### src/rtl/laser_sync_sequencer_if.sv
// Control and status bundle for the laser interleave sequencer.
// The master drives sync, step and mode inputs; the slave returns laser and phase status.
interface laser_sync_sequencer_if #(
    parameter int unsigned NUM_LASERS = 2,
    parameter int unsigned PHASE_BITS = 4
);
    logic                  v_sync;
    logic                  step_up;
    logic                  step_dn;
    logic                  rotate;
    logic                  enable;
    logic [NUM_LASERS-1:0] laser_en;
    logic                  vsync_dly;
    logic [PHASE_BITS-1:0] phase_idx;
    logic [PHASE_BITS-1:0] phase_pend;
    logic                  tick;

    modport master (
        output v_sync, step_up, step_dn, rotate, enable,
        input  laser_en, vsync_dly, phase_idx, phase_pend, tick
    );

    modport slave (
        input  v_sync, step_up, step_dn, rotate, enable,
        output laser_en, vsync_dly, phase_idx, phase_pend, tick
    );
endinterface

### src/rtl/laser_sync_sequencer.sv
// Laser interleave sequencer: synchronises camera V_SYNC, delays it by a staged
// phase tap and rotates one-hot laser enables on every delayed-sync edge.
module laser_sync_sequencer #(
    parameter int unsigned NUM_LASERS = 2,
    parameter int unsigned PHASE_BITS = 4,
    parameter int unsigned DIV        = 62500
) (
    input logic                   clk_30Mhz,
    input logic                   rst_n,
    laser_sync_sequencer_if.slave bus
);
    localparam int unsigned IDX_W  = (NUM_LASERS > 2) ? $clog2(NUM_LASERS) : 1;
    localparam int unsigned PHASES = 2 ** PHASE_BITS;
    localparam int unsigned CNT_W  = (DIV > 2) ? $clog2(DIV) : 1;

    logic                  s1, s2, s2_d, fb;
    logic [CNT_W-1:0]      cnt;
    logic                  tick;
    logic [PHASES-1:0]     taps;
    logic                  vsync_dly, vd_d, dly_edge;
    logic [PHASE_BITS-1:0] phase_idx, phase_pend, pend_next;
    logic [IDX_W-1:0]      li, li_next;
    logic [NUM_LASERS-1:0] laser_en;

    // Two-flop synchroniser plus a delay stage for frame-boundary detection
    always_ff @(posedge clk_30Mhz or negedge rst_n) begin
        if (!rst_n) begin
            s1   <= 1'b0;
            s2   <= 1'b0;
            s2_d <= 1'b0;
        end else begin
            s1   <= bus.v_sync;
            s2   <= s1;
            s2_d <= s2;
        end
    end

    // tick is registered one cycle early so it is high exactly while cnt == DIV-1
    always_ff @(posedge clk_30Mhz or negedge rst_n) begin
        if (!rst_n) begin
            cnt  <= '0;
            tick <= 1'b0;
        end else begin
            cnt  <= (cnt == CNT_W'(DIV - 1)) ? '0 : cnt + CNT_W'(1);
            tick <= (cnt == CNT_W'(DIV - 2));
        end
    end

    always_ff @(posedge clk_30Mhz or negedge rst_n) begin
        if (!rst_n) begin
            taps <= '0;
        end else if (tick) begin
            taps <= {taps[PHASES-2:0], s2};
        end
    end

    always_ff @(posedge clk_30Mhz or negedge rst_n) begin
        if (!rst_n) begin
            vsync_dly <= 1'b0;
            vd_d      <= 1'b0;
        end else begin
            vsync_dly <= taps[phase_idx];
            vd_d      <= vsync_dly;
        end
    end

    always_comb begin
        fb        = s2 & ~s2_d;
        dly_edge  = vsync_dly ^ vd_d;
        pend_next = phase_pend;
        li_next   = li;
        if (bus.step_up && !bus.step_dn) begin
            pend_next = phase_pend + PHASE_BITS'(1);
        end else if (bus.step_dn && !bus.step_up) begin
            pend_next = phase_pend - PHASE_BITS'(1);
        end
        if (dly_edge && bus.rotate) begin
            li_next = (li == IDX_W'(NUM_LASERS - 1)) ? '0 : li + IDX_W'(1);
        end
    end

    // Commit takes the pending value from before any same-cycle step
    always_ff @(posedge clk_30Mhz or negedge rst_n) begin
        if (!rst_n) begin
            phase_pend <= '0;
            phase_idx  <= '0;
        end else begin
            phase_pend <= pend_next;
            if (fb) begin
                phase_idx <= phase_pend;
            end
        end
    end

    // Enables follow li_next so they change one edge after the delayed sync
    always_ff @(posedge clk_30Mhz or negedge rst_n) begin
        if (!rst_n) begin
            li       <= '0;
            laser_en <= '0;
        end else begin
            li       <= li_next;
            laser_en <= bus.enable ? (NUM_LASERS'(1) << li_next) : '0;
        end
    end

    assign bus.laser_en   = laser_en;
    assign bus.vsync_dly  = vsync_dly;
    assign bus.phase_idx  = phase_idx;
    assign bus.phase_pend = phase_pend;
    assign bus.tick       = tick;

endmodule
### src/flat_wrapper.sv
// flat-port wrapper written by rule: the top's interface ports become plain ports
module laser_sync_sequencer_flat 
#(
    parameter int unsigned NUM_LASERS = 2,
    parameter int unsigned PHASE_BITS = 4,
    parameter int unsigned DIV        = 62500
)
  (clk_30Mhz, rst_n, bus_v_sync, bus_step_up, bus_step_dn, bus_rotate, bus_enable, bus_laser_en, bus_vsync_dly, bus_phase_idx, bus_phase_pend, bus_tick);
  laser_sync_sequencer_if #(.NUM_LASERS(NUM_LASERS), .PHASE_BITS(PHASE_BITS)) bus_i ();
  input logic clk_30Mhz;
  input logic rst_n;
  input wire logic [$bits(bus_i.v_sync)-1:0] bus_v_sync;
  input wire logic [$bits(bus_i.step_up)-1:0] bus_step_up;
  input wire logic [$bits(bus_i.step_dn)-1:0] bus_step_dn;
  input wire logic [$bits(bus_i.rotate)-1:0] bus_rotate;
  input wire logic [$bits(bus_i.enable)-1:0] bus_enable;
  output wire logic [$bits(bus_i.laser_en)-1:0] bus_laser_en;
  output wire logic [$bits(bus_i.vsync_dly)-1:0] bus_vsync_dly;
  output wire logic [$bits(bus_i.phase_idx)-1:0] bus_phase_idx;
  output wire logic [$bits(bus_i.phase_pend)-1:0] bus_phase_pend;
  output wire logic [$bits(bus_i.tick)-1:0] bus_tick;
  assign bus_i.v_sync = bus_v_sync;
  assign bus_i.step_up = bus_step_up;
  assign bus_i.step_dn = bus_step_dn;
  assign bus_i.rotate = bus_rotate;
  assign bus_i.enable = bus_enable;
  assign bus_laser_en = bus_i.laser_en;
  assign bus_vsync_dly = bus_i.vsync_dly;
  assign bus_phase_idx = bus_i.phase_idx;
  assign bus_phase_pend = bus_i.phase_pend;
  assign bus_tick = bus_i.tick;
  laser_sync_sequencer #(.NUM_LASERS(NUM_LASERS), .PHASE_BITS(PHASE_BITS), .DIV(DIV)) u_core (.clk_30Mhz(clk_30Mhz), .rst_n(rst_n), .bus(bus_i));
endmodule
### config.mk
export PLATFORM = sky130hd
export DESIGN_NAME = laser_sync_sequencer_flat
export DESIGN_NICKNAME = d
export VERILOG_FILES = /design/src/rtl/laser_sync_sequencer_if.sv /design/src/rtl/laser_sync_sequencer.sv /design/src/flat_wrapper.sv
export SDC_FILE = /design/constraint.sdc
export NUM_CORES = 1
export LEC_CHECK = 0
export CORE_UTILIZATION = 40
export DETAILED_ROUTE_END_ITERATION = 8
export GPL_TIMING_DRIVEN = 0
export PLACE_DENSITY = 0.68
export SLEW_MARGIN = 20
export SYNTH_ARGS = -nofsm -noshare
export SYNTH_HDL_FRONTEND = slang
export SYNTH_SLANG_ARGS = --single-unit
export TNS_END_PERCENT = 10
### constraint.sdc
create_clock -name clk_30Mhz -period 2.8 [get_ports clk_30Mhz]
set_input_delay 0.56 -clock clk_30Mhz [delete_from_list [all_inputs] [get_ports clk_30Mhz]]
set_output_delay 0.56 -clock clk_30Mhz [all_outputs]
set_load 0.005 [all_outputs]
==> results.toml, run 1 <==
[routing]
dr.first_iter.drc_count = 64
ant_nets = 0
via_count = 1426
drc = 0
dr.pass1.iters = 4
wl_per_cell_microns = 12.9
routed_via_density = 5.07
routed_wl_microns = 3630

[cts]
cts_tree = "done"
post_cts_resized = 0
cts_root_buf = "clkbuf_8"
postCtsSetupRepairBufs = 0
cts_made_buffers = 5
cts.sinks = 49
clock_latency_ns = 0.30
cts.htree.levels = 2
hold_buffers = 0
clkSlewWorstSetupHoldPaths_ns = 0.09
clockBufferDepth = 2

[global_routing]
grt_antenna_before_repair = 0
grtUsageTotal_pct = 13.6
overflow = 0
grt_first_pass_wirelength_microns = 6560
grt_pass1_vias = 1445
grt_max_degree = 26

[synth]
syn_avg_cell_area_sq_um = 12.5
synth_seq_area_share_pct = 54.1
syn-num-nets = 195
syn_area_sq_mm = 0.00227
synth_edf_count = 0
synthArstFlopShare_pct = 100
ys_warn_count = 0
synthFlopType = "dfrtp_1"
ys_types = 34
synth_cells = 182
synth-seq-cells = 49

[critical_path]
arrival_ns = 2.47
crit_path_max_fanout = 5
worstSetupEndpointType = "register"
critPathKind = "in -> reg"
worst-endpoint-required_ns = 2.97
worstSetupStartpointType = "primary input"

[timing]
slew_headroom_pct = 60.3
clock_skew_ns = 0.0111
period_share_pct = 82.1
setup_violations = 0
max_freq_mhz = 435
drv_slew = 0
fin_tns_setup_ns = 0
final-hold-violation-count = 0
worst_pin_slew_ns = 0.596
period_needed_ns = 2.30
rsz0062_at_grt = "no"

[run_status]
status = "finished clean"

[final_layout]
stdcell_area_sq_mm = 0.00265
area_delta_synth_final_pct = 16.8
nNetsFinal = 221
final_cell_mix = "dfrtp_1 (49), nand2_1 (20), mux2_2 (17), clkdlybuf4s50_1 (17), xnor2_1 (12)"
layoutNonFillerInstCount = 281
fill_cells = 505
antennaDiodeCount = 0
drive_above_1_share_pct = 21.1
finish.utilization_pct = 48.4
final_common_cell = "dfrtp_1"

[floorplanning]
die_w_microns = 77.3
top_level_ports = 19
initial_core_util_pct = 41.4
coreArea_sq_mm = 0.00547
die_height_microns = 77.3
rows = 27
die_area_sq_mm = 0.00598

[placed_design]
dpl.cell_count = 273
io_buffers = 18
globalplace.congestion = 0.755
place_area_sq_mm = 0.00255
place_hpwl_microns = 2600

[pwr]
power_mw = 1.71
ir_drop_uv = 306
cellPowerDensity_mw_per_mm2 = 646
p_leak_nw = 1.15
pwr-share-clk_pct = 24.7
p_sw_share_pct = 28.4
seq_power_share_pct = 51.4
pwr-share-comb_pct = 23.8
p_int_mw = 1.23
p_switching_uw = 486

[min_path]
hold_class = "in -> async"

[flow_run]
maxCapViolations = 0
[power by group through the flow]
stage          Clock [mW]  Sequential, mW  Combinational, mW
2_1_floorplan           0           0.889              0.210
4_1_cts             0.443           0.886              0.415
6_report            0.424           0.880              0.408
5_1_grt             0.468           0.897              0.460
3_5_place_dp            0           0.899              0.412
3_3_place_gp            0           0.897              0.404
[registers in the layout, indices dropped and copies added, names as in the netlist, 2 cells and up]
register,count
u_core.bus.laser_en,2
u_core.bus.phase_pend,4
u_core.cnt,16
u_core.bus.phase_idx,4
u_core.taps,16
[worst max-delay path, cell delays in order]
cell,delay (ns)
clkdlybuf4s50_1,0.45
inv_1,0.04
ha_1,0.23
inv_1,0.17
ha_1,0.26
a21o_1,0.21
a2111oi_0,0.40
o31ai_1,0.15
[cell usage after synthesis (3+ instances only)]
cell type	instances	area [sq um]
nor2b_1	4	25.0
mux2_2	17	191
xor2_1	4	35.0
mux2i_1	4	40.0
mux4_2	4	90.1
ha_1	5	62.6
nand3_1	8	40.0
xnor2_1	12	105
nor2_1	9	33.8
nor4_2	5	62.6
nand2_1	20	75.1
dfrtp_1	49	1230
nand4_1	5	31.3
clkbuf_1	3	11.3
inv_1	6	22.5
o21ai_0	3	15.0
nor3_1	4	20.0
[layer usage]
layer,up-vias,global-route usage (%),wire [microns]
li1,687,-,-
met1,700,17.6,1660
met2,33,22.7,1780
met3,6,3.10,154
met4,0,3.96,33
met5,-,0,0
[cell type report]
class | count | area (sq um) | share of cell area [%]
sequential | 49 | 1230 | 46.3
clock buffer | 5 | 68.8 | 2.60
tap | 72 | 90.1 | 3.40
multi-input combinational | 121 | 985 | 37.2
inverter | 6 | 22.5 | 0.850
clock inverter | 3 | 26.3 | 0.992
timing repair buffer | 19 | 195 | 7.37
buffer | 6 | 35.0 | 1.32
[per-stage QoR]
stage               worst slack [ns]  hold slack [ns]
finish                         0.500            0.256
global route                   0.338            0.287
CTS                            0.514            0.261
detailed placement             0.210            0.339
global placement              -0.178            0.334
floorplan                      0.823            0.264
[final timing paths]
kind                          startpoint                       end  slack [ns]  cells past startpoint
max                          bus_step_dn  u_core.bus.phase_pend[3]        0.50                      8
max reg2reg                u_core.cnt[1]            u_core.cnt[12]        1.01                      5
min                                rst_n  u_core.bus.phase_pend[2]        0.26                      1
max in group asynchronous          rst_n            u_core.cnt[11]        2.00                      2
min reg2reg                    u_core.s1                 u_core.s2        0.35                      0
min in group clk_30Mhz         u_core.s1                 u_core.s2        0.35                      0
[cells by family after synthesis]
family / Yosys count / share of synthesized area, %
buffers and inverters: 12 / 2.54
DFF: 49 / 54.1
and+or+nand+nor: 65 / 16.7
xor gates and xnor gates: 16 / 6.18
AOI/OAI and AO/OA: 9 / 2.70
adders and majority gates: 6 / 3.64
muxes: 25 / 14.2
Note: power is estimated with default switching activity, not from simulation.
==> run 2: changes to the inputs <==
--- a/config.mk
+++ b/config.mk
@@ -8,7 +8,7 @@
 export CORE_UTILIZATION = 40
 export DETAILED_ROUTE_END_ITERATION = 8
 export GPL_TIMING_DRIVEN = 0
-export PLACE_DENSITY = 0.68
+export PLACE_DENSITY = 0.7
 export SLEW_MARGIN = 20
 export SYNTH_ARGS = -nofsm -noshare
 export SYNTH_HDL_FRONTEND = slang
==> constraint.sdc (replaced) <==
create_clock -name clk_30Mhz -period 2 [get_ports clk_30Mhz]
set_input_delay 0.4 -clock clk_30Mhz [delete_from_list [all_inputs] [get_ports clk_30Mhz]]
set_output_delay 0.4 -clock clk_30Mhz [all_outputs]
set_load 0.005 [all_outputs]
==> run 2 against run 1 <==
Effect of this change: critical path type unchanged; largest cell class unchanged; clock-buffer cell count is the same; core utilization grew 0.80 points; sequential cell count is the same; clock skew grew 0.00089 ns; critical endpoint unchanged.
==> results.toml, run 2 (synthesis results as in run 1) <==
[cts]
cts_root_buf = "clkbuf_8"
cts_tree = "done"
cts_made_buffers = 5
cts.sinks = 49
cts.htree.levels = 2
clock_latency_ns = 0.31
clkSlewWorstSetupHoldPaths_ns = 0.10
clockBufferDepth = 2

[floorplanning]
die_area_sq_mm = 0.00598
top_level_ports = 19
initial_core_util_pct = 41.4
die_height_microns = 77.3
die_w_microns = 77.3
coreArea_sq_mm = 0.00547
rows = 27

[critical_path]
worst-endpoint-required_ns = 2.20
cpMaxStageDelayCell = "clkdlybuf4s50_1"
r2r-start = "u_core.cnt[1]"
r2r-end = "u_core.cnt[10]"
crit_path_max_fanout = 5
critPathKind = "in -> reg"
arrival_ns = 2.07
r2r_cells = 5
reg2reg_slack_ns = 0.19
slowest_delay_ns = 0.50
path_cells = "clkdlybuf4s50_1, ha_4, inv_4, ha_1, a21o_1, a2111oi_4, o31ai_1"
path_delay_family = "compound AO/OA/AOI/OAI gates"
worstSetupEndpointType = "register"
worstSetupStartpointType = "primary input"
crit_buf_inv = 2

[flow_run]
maxCapViolations = 0

[global_routing]
overflow = 0
grt_first_pass_wirelength_microns = 6750
grt_antenna_before_repair = 0
grt_pass1_vias = 1464
grtUsageTotal_pct = 14.3
grt_max_degree = 28

[final_layout]
layoutNonFillerInstCount = 282
nNetsFinal = 222
stdcell_area_sq_mm = 0.00269
final_cell_mix = "dfrtp_1 (49), nand2_1 (20), mux2_2 (17), clkdlybuf4s50_1 (17), xnor2_1 (12)"
reg.largest.list = "u_core.cnt x16, u_core.taps x16"
multiInputGateArea_sq_mm = 0.00102
final_common_cell = "dfrtp_1"
regArea_sq_mm = 0.00123
fill_cells = 494
drive_above_1_share_pct = 23.3
area_delta_synth_final_pct = 18.7
antennaDiodeCount = 0

[pwr]
power_mw = 2.48
ir_drop_uv = 442
p_leak_nw = 1.16
cellPowerDensity_mw_per_mm2 = 923

[timing]
period_share_pct = 93.4
clock_skew_ns = 0.0120
setup_violations = 0
final-hold-violation-count = 0
max_freq_mhz = 535
rsz0062_at_grt = "no"
fin_tns_setup_ns = 0
period_needed_ns = 1.87
drv_slew = 0
worst_pin_slew_ns = 0.562
fin_ws_ns = 0.131
slew_headroom_pct = 62.5

[placed_design]
dpl.cell_count = 273
globalplace.congestion = 0.762
place_ws_ns = -0.420
io_buffers = 18
place_area_sq_mm = 0.00255
place_hpwl_microns = 2550

[routing]
dr.first_iter.drc_count = 113
dr.pass1.iters = 4
via_count = 1431
ant_nets = 0
routed_wl_microns = 3830
drc = 0
wl_per_cell_microns = 13.6
routed_via_density = 5.07

[min_path]
hold_class = "in -> async"

[run_status]
status = "finished clean"
## run 2: cell types whose count changed in the layout (fill, tap and decap cells not counted), sizes merged
cell      change
buf           +1
clkinv        +1
clkinvlp      -1
## run 2: per-stage QoR
stage | util [%] | hold slack (ns)
floorplan | - | 0.104
global placement | 46.4 | 0.334
detailed placement | 46.7 | 0.336
CTS | 48.5 | 0.0747
global route | 49.2 | 0.0980
finish | 49.2 | 0.0610
## run 2: per-layer routing
metal	GRT usage [%]	up-vias	part of all wire, %
met5	0	-	0
met4	5.85	0	1.8
met3	3.10	7	3.2
met2	23.2	23	46
met1	18.4	709	49
li1	-	692	-
## run 2: power by group
part | internal [mW] | switching, mW
sequential | 1.11 | 0.125
combinational | 0.377 | 0.257
clock | 0.253 | 0.363
## run 2: repair_timing
item / 4_1_cts / 5_1_grt
resized for setup: 3 / 5
cloned: 0 / 0
pin swaps: 0 / 3
hold buffers: 0 / 0
endpoints found under the setup margin: 1 / 1
setup buffers: 0 / 1
## run 2: worst max path at each step
stage,startpoint,endpoint,slack [ns],depth (start not counted)
global placement,rst_n,u_core.cnt[14],-0.85,1
floorplan,bus_step_dn,u_core.bus.phase_pend[3],0.18,7
finish,bus_step_up,u_core.bus.phase_pend[3],0.13,7
CTS,bus_step_dn,u_core.bus.phase_pend[3],0.01,8
global route,bus_step_up,u_core.bus.phase_pend[3],0.004,8
detailed placement,bus_step_dn,u_core.bus.phase_pend[3],-0.42,8
## run 2: layout make-up
class,instances,area share (%)
sequential,49,45.5
multi-input combinational,121,37.9
timing repair buffer,20,7.53
tap,72,3.35
clock buffer,5,2.56
buffer,6,1.30
clock inverter,3,0.929
inverter,6,0.929
## run 2: worst register-to-register path: stages, from the launching register on
cell and delay (ns):
dfrtp_1 0.48, ha_1 0.19, clkbuf_1 0.30, inv_1 0.18, nor3_2 0.43, nor2_1 0.10
